[src/rtl/phy_mgmt_ctrl.sv]
// PHY management controller: waits out PHY reset, writes BMCR once, then polls BMSR and the
// vendor status register over MDIO to report link state and speed.
module phy_mgmt_ctrl #(
    parameter int unsigned REFCLK_HZ = 300000000,
    parameter int unsigned MDC_HZ    = 2500000,
    parameter logic [4:0]  PHY_ADDR  = 5'd1,
    parameter int unsigned SETTLE_MS = 10,
    parameter int unsigned POLL_MS   = 100,
    parameter logic [15:0] BMCR_INIT = 16'h1140,
    parameter logic [4:0]  PHYSR_REG = 5'h11
) (
    input  logic       clk,
    input  logic       rstn_in,
    input  logic       phy_rstn,
    output logic       mdc,
    output logic       mdio_o,
    output logic       mdio_oe,
    input  logic       mdio_i,
    output logic       init_done,
    output logic       link_up,
    output logic [1:0] speed,
    output logic       busy
);

    localparam int unsigned HALF        = REFCLK_HZ / (2 * MDC_HZ);
    localparam int unsigned CLKS_PER_MS = REFCLK_HZ / 1000;
    localparam logic [15:0] HALF_LAST   = 16'(HALF - 1);
    localparam logic [31:0] MS_LAST     = 32'(CLKS_PER_MS - 1);
    localparam logic [31:0] SETTLE_LAST = 32'(SETTLE_MS - 1);
    localparam logic [31:0] POLL_LAST   = 32'(POLL_MS - 1);

    typedef enum logic [2:0] {
        StWaitRst, StSettle, StWrBmcr, StPollWait, StRdBmsr, StRdPhysr
    } state_t;

    state_t      state_q, state_d;
    logic [31:0] clk_cnt_q, clk_cnt_d, ms_cnt_q, ms_cnt_d;
    logic        init_q, init_d, link_q, link_d;
    logic [1:0]  speed_q, speed_d;
    logic        pend_q, pend_d;
    logic        busy_q, busy_d, mdc_q, mdc_d, mdo_q, mdo_d, oe_q, oe_d;
    logic [5:0]  bit_q, bit_d;
    logic [15:0] hcnt_q, hcnt_d, rx_q, rx_d;
    logic        tick, mdc_edge, frame_done, start, cur_frame, next_frame, is_wr, tx_bit;
    logic [4:0]  reg_addr;
    logic [63:0] tx_frame;

    function automatic logic is_frame(state_t s);
        return s inside {StWrBmcr, StRdBmsr, StRdPhysr};
    endfunction

    assign tick       = (clk_cnt_q == MS_LAST);
    assign mdc_edge   = busy_q && (hcnt_q == HALF_LAST);
    assign frame_done = mdc_edge && mdc_q && (bit_q == 6'd63);

    always_comb begin
        state_d = state_q;
        init_d  = init_q;
        link_d  = link_q;
        speed_d = speed_q;
        case (state_q)
            StWaitRst:  if (phy_rstn) state_d = StSettle;
            StSettle:   if (tick && ms_cnt_q == SETTLE_LAST) state_d = StWrBmcr;
            StWrBmcr: if (frame_done) begin
                init_d  = 1'b1;
                state_d = StRdBmsr;
            end
            StRdBmsr: if (frame_done) begin
                link_d  = rx_q[2];
                state_d = StRdPhysr;
            end
            StRdPhysr: if (frame_done) begin
                speed_d = link_q ? rx_q[15:14] : 2'b00;
                state_d = StPollWait;
            end
            StPollWait: if (tick && ms_cnt_q == POLL_LAST) state_d = StRdBmsr;
            default:    state_d = StWaitRst;
        endcase
        if (!phy_rstn) begin
            state_d = StWaitRst;
            init_d  = 1'b0;
            link_d  = 1'b0;
            speed_d = 2'b00;
        end
    end

    // Back-to-back frames are separated by one idle clk so busy and mdio_oe drop between them.
    always_comb begin
        cur_frame  = is_frame(state_q);
        next_frame = is_frame(state_d);
        start      = phy_rstn && (((state_d != state_q) && next_frame && !cur_frame) || pend_q);
        pend_d     = phy_rstn && (state_d != state_q) && next_frame && cur_frame;
        clk_cnt_d  = '0;
        ms_cnt_d   = '0;
        if (state_d == state_q && state_q inside {StSettle, StPollWait}) begin
            clk_cnt_d = tick ? 32'd0 : clk_cnt_q + 32'd1;
            ms_cnt_d  = tick ? ms_cnt_q + 32'd1 : ms_cnt_q;
        end
    end

    always_comb begin
        is_wr    = (state_q == StWrBmcr);
        reg_addr = (state_q == StRdPhysr) ? PHYSR_REG : (is_wr ? 5'd0 : 5'd1);
        tx_frame = is_wr ? {32'hFFFF_FFFF, 2'b01, 2'b01, PHY_ADDR, reg_addr, 2'b10, BMCR_INIT}
                         : {32'hFFFF_FFFF, 2'b01, 2'b10, PHY_ADDR, reg_addr, 18'h3FFFF};
        tx_bit   = tx_frame[~bit_q];
        busy_d   = busy_q;
        mdc_d    = mdc_q;
        mdo_d    = mdo_q;
        oe_d     = oe_q;
        bit_d    = bit_q;
        hcnt_d   = hcnt_q;
        rx_d     = rx_q;
        if (!phy_rstn) begin
            busy_d = 1'b0;
            mdc_d  = 1'b0;
            mdo_d  = 1'b1;
            oe_d   = 1'b0;
            bit_d  = '0;
            hcnt_d = '0;
        end else if (start) begin
            busy_d = 1'b1;
            mdc_d  = 1'b0;
            mdo_d  = 1'b1;
            oe_d   = 1'b1;
            bit_d  = '0;
            hcnt_d = '0;
            rx_d   = '0;
        end else if (busy_q) begin
            hcnt_d = hcnt_q + 16'd1;
            // Data moves only in the low phase, so it is settled before the next rising edge.
            if (!mdc_q) begin
                mdo_d = tx_bit;
                oe_d  = is_wr || (bit_q < 6'd46);
            end
            if (mdc_edge) begin
                hcnt_d = '0;
                mdc_d  = !mdc_q;
                if (!mdc_q) begin
                    rx_d = {rx_q[14:0], mdio_i};
                end else if (bit_q == 6'd63) begin
                    busy_d = 1'b0;
                    mdo_d  = 1'b1;
                    oe_d   = 1'b0;
                    bit_d  = '0;
                end else begin
                    bit_d = bit_q + 6'd1;
                end
            end
        end
    end

    always_ff @(posedge clk or negedge rstn_in) begin
        if (!rstn_in) begin
            state_q   <= StWaitRst;
            clk_cnt_q <= '0;
            ms_cnt_q  <= '0;
            init_q    <= 1'b0;
            link_q    <= 1'b0;
            speed_q   <= 2'b00;
            pend_q    <= 1'b0;
            busy_q    <= 1'b0;
            mdc_q     <= 1'b0;
            mdo_q     <= 1'b1;
            oe_q      <= 1'b0;
            bit_q     <= '0;
            hcnt_q    <= '0;
            rx_q      <= '0;
        end else begin
            state_q   <= state_d;
            clk_cnt_q <= clk_cnt_d;
            ms_cnt_q  <= ms_cnt_d;
            init_q    <= init_d;
            link_q    <= link_d;
            speed_q   <= speed_d;
            pend_q    <= pend_d;
            busy_q    <= busy_d;
            mdc_q     <= mdc_d;
            mdo_q     <= mdo_d;
            oe_q      <= oe_d;
            bit_q     <= bit_d;
            hcnt_q    <= hcnt_d;
            rx_q      <= rx_d;
        end
    end

    assign mdc       = mdc_q;
    assign mdio_o    = mdo_q;
    assign mdio_oe   = oe_q;
    assign init_done = init_q;
    assign link_up   = link_q;
    assign speed     = speed_q;
    assign busy      = busy_q;

endmodule
[config.mk]
export PLATFORM = sky130hd
export DESIGN_NAME = phy_mgmt_ctrl
export DESIGN_NICKNAME = d
export VERILOG_FILES = /design/src/rtl/phy_mgmt_ctrl.sv
export SDC_FILE = /design/constraint.sdc
export NUM_CORES = 1
export LEC_CHECK = 0
export CORE_UTILIZATION = 60
export CTS_BUF_LIST = sky130_fd_sc_hd__clkbuf_4
export DETAILED_ROUTE_END_ITERATION = 12
export PLACE_DENSITY = 0.78
export SKIP_LAST_GASP = 1
export SLEW_MARGIN = 10
export SYNTH_ARGS = -nofsm -noshare
export SYNTH_HDL_FRONTEND = slang
export SYNTH_SLANG_ARGS = --single-unit
[constraint.sdc]
create_clock -name clk -period 2.75 [get_ports clk]
set_input_delay 0.825 -clock clk [delete_from_list [all_inputs] [get_ports clk]]
set_output_delay 0.825 -clock clk [all_outputs]
set_load 0.01 [all_outputs]
==> results of run 1 <==
[final cells by class]
cell class                 count  area [um2]
clock buffer                  22         165
multi-input combinational    505        3040
sequential                   114        2850
timing repair buffer          41         383
tap                          133         166
clock inverter                 9        42.5
fill                         762        3070
inverter                      15        56.3
[registers in the layout (all words and copies together) (netlist names), 2 cells and up]
name	cells
ms_cnt_q	32
rx_q	16
state_q	3
hcnt_q	16
clk_cnt_q	32
bit_q	6
speed	2
[routing by layer]
layer	wire length (um)	global-route usage (%)	vias up
met5	0	0	-
met4	191	9.67	0
met3	557	7.05	18
met2	6730	46.4	121
met1	6110	35.5	2535
li1	-	-	2425
[stage by stage]
step	cells	cell area, um2	power [mW]
6_report	839	6710	2.82
2_1_floorplan	663	6070	1.78
3_3_place_gp	808	6500	1.85
5_1_grt	839	6710	2.93
4_1_cts	839	6710	2.83
3_5_place_dp	808	6500	1.86
[repair_timing]
item,4_1_cts,5_1_grt
setup endpoints to repair,0,2
setup buffers,0,0
gates resized for setup,0,0
[power by group]
group / internal, mW / total (mW) / switching (mW)
clock network: 0.383 / 0.993 / 0.609
logic: 0.0426 / 0.137 / 0.0941
registers: 1.68 / 1.69 / 0.00612
total: 2.11 / 2.82 / 0.710
[critical path, stage by stage, from the launching register on]
cell and delay, ns:
dfrtp_1 0.46, or4b_2 0.72, nor4_2 0.42, nand3_1 0.28
o31ai_1 0.28, a22oi_1 0.12, a211oi_1 0.21
[Yosys cell counts (6+ instances only)]
cell	count
buf_2	10
a211oi_1	6
dfrtp_1	113
nand2_1	80
nand4_1	34
nor4_1	18
xor2_1	40
ha_1	7
or4_1	9
nor2_1	94
and3_1	13
and2_1	7
nand3_1	24
nor3_1	12
and4_1	11
o31ai_1	8
inv_1	15
clkbuf_1	18
xnor2_1	24
a21oi_1	39
or3_1	12
o21ai_0	13
[worst min path at each step]
| stage | to | start | cells past startpoint | slack, ns |
|---|---|---|---|---|
| CTS | hcnt_q[9] | rstn_in | 1 | 0.29 |
| finish | hcnt_q[7] | rstn_in | 1 | 0.30 |
| detailed placement | clk_cnt_q[0] | clk_cnt_q[0] | 1 | 0.45 |
| global route | hcnt_q[13] | rstn_in | 1 | 0.27 |
| global placement | clk_cnt_q[0] | clk_cnt_q[0] | 1 | 0.44 |
| floorplan | clk_cnt_q[0] | clk_cnt_q[0] | 1 | 0.42 |
[kinds of logic after synthesis]
| family | Yosys count | share of synthesized area [%] |
|---|---|---|
| compound gates | 92 | 9.52 |
| xor+xnor | 64 | 9.23 |
| simple gates | 339 | 29.2 |
| fa+ha+maj | 7 | 1.44 |
| mux | 3 | 0.515 |
| flops | 114 | 47.0 |
| buf+inv | 44 | 3.05 |
==> out/results.txt, run 1 <==
worst reg-to-reg path cell count - 6
Detail Placement HPWL - 9.06 mm
crit path time final - 2.58 ns
period utilization - 93.7%
HP Class - in -> async
Max-slew headroom - 38.0%
Die Area - 0.0105 mm2
Buffers on Ports - 11
worst-path fanout max - 7
first-pass GRT wire length - 22.8 mm
CP Capture Point - pend_q
clock root cell - clkbuf_4
commonest non-fill, non-tap cell in the layout - dfrtp_1
TritonCTS clock tree - yes
sequential element share of the synthesized area - 47.0%
internal reg-to-reg setup slack - 0.17 ns
final hold violations - 0
Core ar. - 0.00977 mm2
worst path required time - 3.18 ns
cts hold-fix bufs - 0
power per cell area - 420 mW/mm2
worst setup path class - reg -> reg
initial core utilization - 62.1%
final worst-path setup slack - 0.173 ns
worst slew pin tran - 0.931 ns
gr usage total - 27.9%
run status - finished clean
Setup WS pre-CTS - -0.309 ns
later-pin clock latency in the skew report - 0.53 ns
Post-synth EDFFs - 0
setup TNS - 0 ns
synth unique cells - 55
Clock Sinks - 114
setup violators final - 0
largest net degree at the start of global routing - 47
vias post-DR - 5099
Synthesized Nets - 674
vias in the first global route - 4890
Worst VDD drop - 0.000476 V
antenna viol nets, final - 0
Total Routed Length - 13.6 mm
startpoint types - register
Mapped Area - 0.00607 mm2
RSZ-0062 raised after global routing - true
CTS Buf Count - 17
CP Data Arrival Time - 3.01 ns
num rows - 36
Die Span X - 103 um
GPL Wtd Cong - 0.921
cell leakage power - 2.79 nW
RR Startpoint - hcnt_q[2]
synth warn - 0
Async SR Flop Fraction - 100%
max_cap viols - 0
top_reg_cell synth - dfrtp_1
diode count - 0
Yosys top cell area share - 46.6%
crit path launch - hcnt_q[2]
Reg clk slew, reported paths - 0.10 ns
CTS max path bufs - 2
final core utilization - 68.6%
initial antenna violation count - 0
final hold slack - 0.295 ns
DRC Markers - 0
Max Fclk - 0.388 GHz
Worst Clk Skew - 0.0196 ns
Synth Instances - 663
Die Y-Extent - 103 um
grt ovf - 0
I/O pin cnt - 12
syn avg cell area - 9.16 um2
CP endpoint kind - register
FF+latch count, synth - 114
synth top area cells - dfrtp_1 47%, nor2_1 5.8%, xor2_1 5.8%
Starting DRT DRC Count - 230
DRT Pass-1 Iters - 4
vias per cell - 6.08
cell taking the most area after synthesis - dfrtp_1
Area Growth Syn to Fin - 10.5%
wire per inst - 16.2 um
most frequent cells in the layout - 113 x dfrtp_1, 94 x nor2_1, 80 x nand2_1
ratio of cells with drive above 1 in the final layout - 10.3%
FF-to-FF End - pend_q
count of pins over their slew limit - 0
H-tree depth - 4
Final nets - 705
Power figures use the tool's default switching activity.
==> run 2: changes to the inputs <==
--- a/config.mk
+++ b/config.mk
@@ -5,10 +5,11 @@
 export SDC_FILE = /design/constraint.sdc
 export NUM_CORES = 1
 export LEC_CHECK = 0
-export CORE_UTILIZATION = 60
+export CORE_ASPECT_RATIO = 0.8
+export CORE_UTILIZATION = 30
 export CTS_BUF_LIST = sky130_fd_sc_hd__clkbuf_4
 export DETAILED_ROUTE_END_ITERATION = 12
-export PLACE_DENSITY = 0.78
+export PLACE_DENSITY = 0.45
 export SKIP_LAST_GASP = 1
 export SLEW_MARGIN = 10
 export SYNTH_ARGS = -nofsm -noshare
==> run 2 against run 1 <==
Utilization shrank 33 points. Clock-buffer cell count shrank 3. Register-to-register slack is essentially flat. Die area grew 98%.
==> out/results.txt, run 2 (same netlist as run 1, synthesis figures left out) <==
final hold slack - 0.291 ns (-0.00410 ns)
setup violators final - 0 (unchanged)
RSZ-0062 raised after global routing - false
Regs by FF count - clk_cnt_q: 32 flops, ms_cnt_q: 32 flops
Die Area - 0.0208 mm2 (+98%)
first-pass GRT wire length - 25.6 mm (+12%)
diode count - 0 (unchanged)
CTS resizes - 0 (unchanged)
Max Fclk - 0.389 GHz (+0.22%)
Psw - 0.770 mW (+8.6%)
Worst VDD drop - 0.000190 V (-60%)
crit path launch - clk_cnt_q[16]
CTS Buf Count - 17 (unchanged)
count of pins over their slew limit - 0 (unchanged)
Setup WS pre-CTS - -0.123 ns (+0.186 ns)
DRT Pass-1 Iters - 4 (unchanged)
Reg clk slew, reported paths - 0.11 ns (about the same)
vias post-DR - 4998 (-2.0%)
crit path time final - 2.57 ns (-0.00558 ns)
worst-path fanout max - 25 (+18)
Net Sw Frac - 25.4% (+0.18 points)
Combinational Power Share - 4.6% (-0.3 points)
vias in the first global route - 5003 (+2.3%)
Die Span X - 161 um (+57%)
final hold violations - 0 (unchanged)
max_cap viols - 0 (unchanged)
worst slew pin tran - 0.734 ns (-0.196 ns)
Detail Placement HPWL - 10.1 mm (+12%)
TritonCTS clock tree - yes
run status - finished clean
final core utilization - 35.6% (-33 points)
HP Class - in -> async
commonest non-fill, non-tap cell in the layout - dfrtp_1
setup TNS - 0 ns (unchanged)
I/O pin cnt - 12 (unchanged)
RR Startpoint - clk_cnt_q[16]
GPL Wtd Cong - 0.816 (-11%)
later-pin clock latency in the skew report - 0.53 ns (about the same)
DRC Markers - 0 (unchanged)
Total Routed Length - 14.7 mm (+8.3%)
Overall Power - 3.04 mW (+7.8%)
startpoint types - register
num rows - 46 (+28%)
worst path required time - 3.19 ns (about the same)
CP endpoint kind - register
Final nets - 722 (+2.4%)
Area Growth Syn to Fin - 16.2%
cell leakage power - 2.90 nW (+4.1%)
ratio of cells with drive above 1 in the final layout - 13.0% (+2.6 points)
vias per cell - 5.06 (-17%)
H-tree depth - 4 (unchanged)
CTS max path bufs - 2 (unchanged)
wire per inst - 14.9 um (-8.0%)
power per cell area - 430 mW/mm2 (+2.5%)
most frequent cells in the layout - 113 x dfrtp_1, 94 x nor2_1, 80 x nand2_1
initial antenna violation count - 0 (unchanged)
final worst-path setup slack - 0.178 ns (+0.00558 ns)
worst setup path class - reg -> reg
initial core utilization - 30.7% (-31 points)
period utilization - 93.5% (-0.20 points)
sequential power share - 55.5% (-4.4 points)
Starting DRT DRC Count - 296 (+29%)
clock root cell - clkbuf_4
Pint - 2.27 mW (+7.6%)
Core ar. - 0.0198 mm2 (+100%)
gr usage total - 15.5% (-12 points)
Buffers on Ports - 11 (unchanged)
Die Y-Extent - 129 um (+26%)
power share of the clock group - 39.9% (+4.6 points)
fillcell total - 2069 (+170%)
Clock Sinks - 114 (unchanged)
Worst Clk Skew - 0.0173 ns (-0.00223 ns)
Max-slew headroom - 50.6% (+13 points)
CP Data Arrival Time - 3.01 ns (about the same)
largest net degree at the start of global routing - 46 (-2.1%)
antenna viol nets, final - 0 (unchanged)
grt ovf - 0 (unchanged)
[run 2: cell types whose count changed in the layout (fill, tap and decap cells not counted), sizes merged]
cell and change:
clkinv +1, clkinvlp +1, clkbuf -3, bufinv +2
buf +17
[run 2: final cells by class]
cell class	instances	area (um2)	area share, %
multi-input combinational	505	3040	43.1
sequential	114	2850	40.5
timing repair buffer	58	510	7.24
tap	264	330	4.68
clock buffer	19	143	2.02
clock inverter	13	119	1.69
inverter	15	56.3	0.798
[run 2: final timing paths]
path / endpoint / slack (ns) / cells past startpoint
max in group asynchronous: ms_cnt_q[2] / 1.81 / 2
worst max register to register: hcnt_q[14] / 0.18 / 8
worst min register to register: clk_cnt_q[0] / 0.47 / 1
worst max-delay path: hcnt_q[14] / 0.18 / 8
worst min-delay path: busy / 0.29 / 1
min in group clk: clk_cnt_q[0] / 0.47 / 1
[run 2: layer usage]
layer | share of wire, % | track usage [%]
met2 | 45 | 24.3
met5 | 0 | 0
met4 | 0.88 | 4.05
met3 | 3.0 | 4.19
met1 | 51 | 21.0
[run 2: repair_timing]
| item | in CTS | in global routing |
|---|---|---|
| setup endpoints to repair | 0 | 10 |
| setup buffers | 0 | 1 |
| hold buffers | 0 | 0 |
[run 2: worst max-delay path, cell delays in order, from the launching register on]
cell     delay [ns]
dfrtp_1        0.48
nor4b_4        0.37
nand4_2        0.24
nor4b_4        0.32
buf_4          0.17
a21oi_2        0.07
buf_12         0.15
or4_1          0.51
a21oi_1        0.17
[run 2: metrics by stage]
stage | instances | cell area (um2)
3_5_place_dp | 955 | 6780
3_3_place_gp | 955 | 6780
6_report | 988 | 7050
2_1_floorplan | 663 | 6070
4_1_cts | 987 | 7050
5_1_grt | 988 | 7050
[run 2: power by group through the flow]
stage,Sequential [mW],Clock [mW],Combinational (mW)
2_1_floorplan,1.72,0,0.0597
3_3_place_gp,1.72,0,0.143
3_5_place_dp,1.72,0,0.146
4_1_cts,1.69,1.27,0.146
5_1_grt,1.69,1.34,0.160
6_report,1.69,1.21,0.140
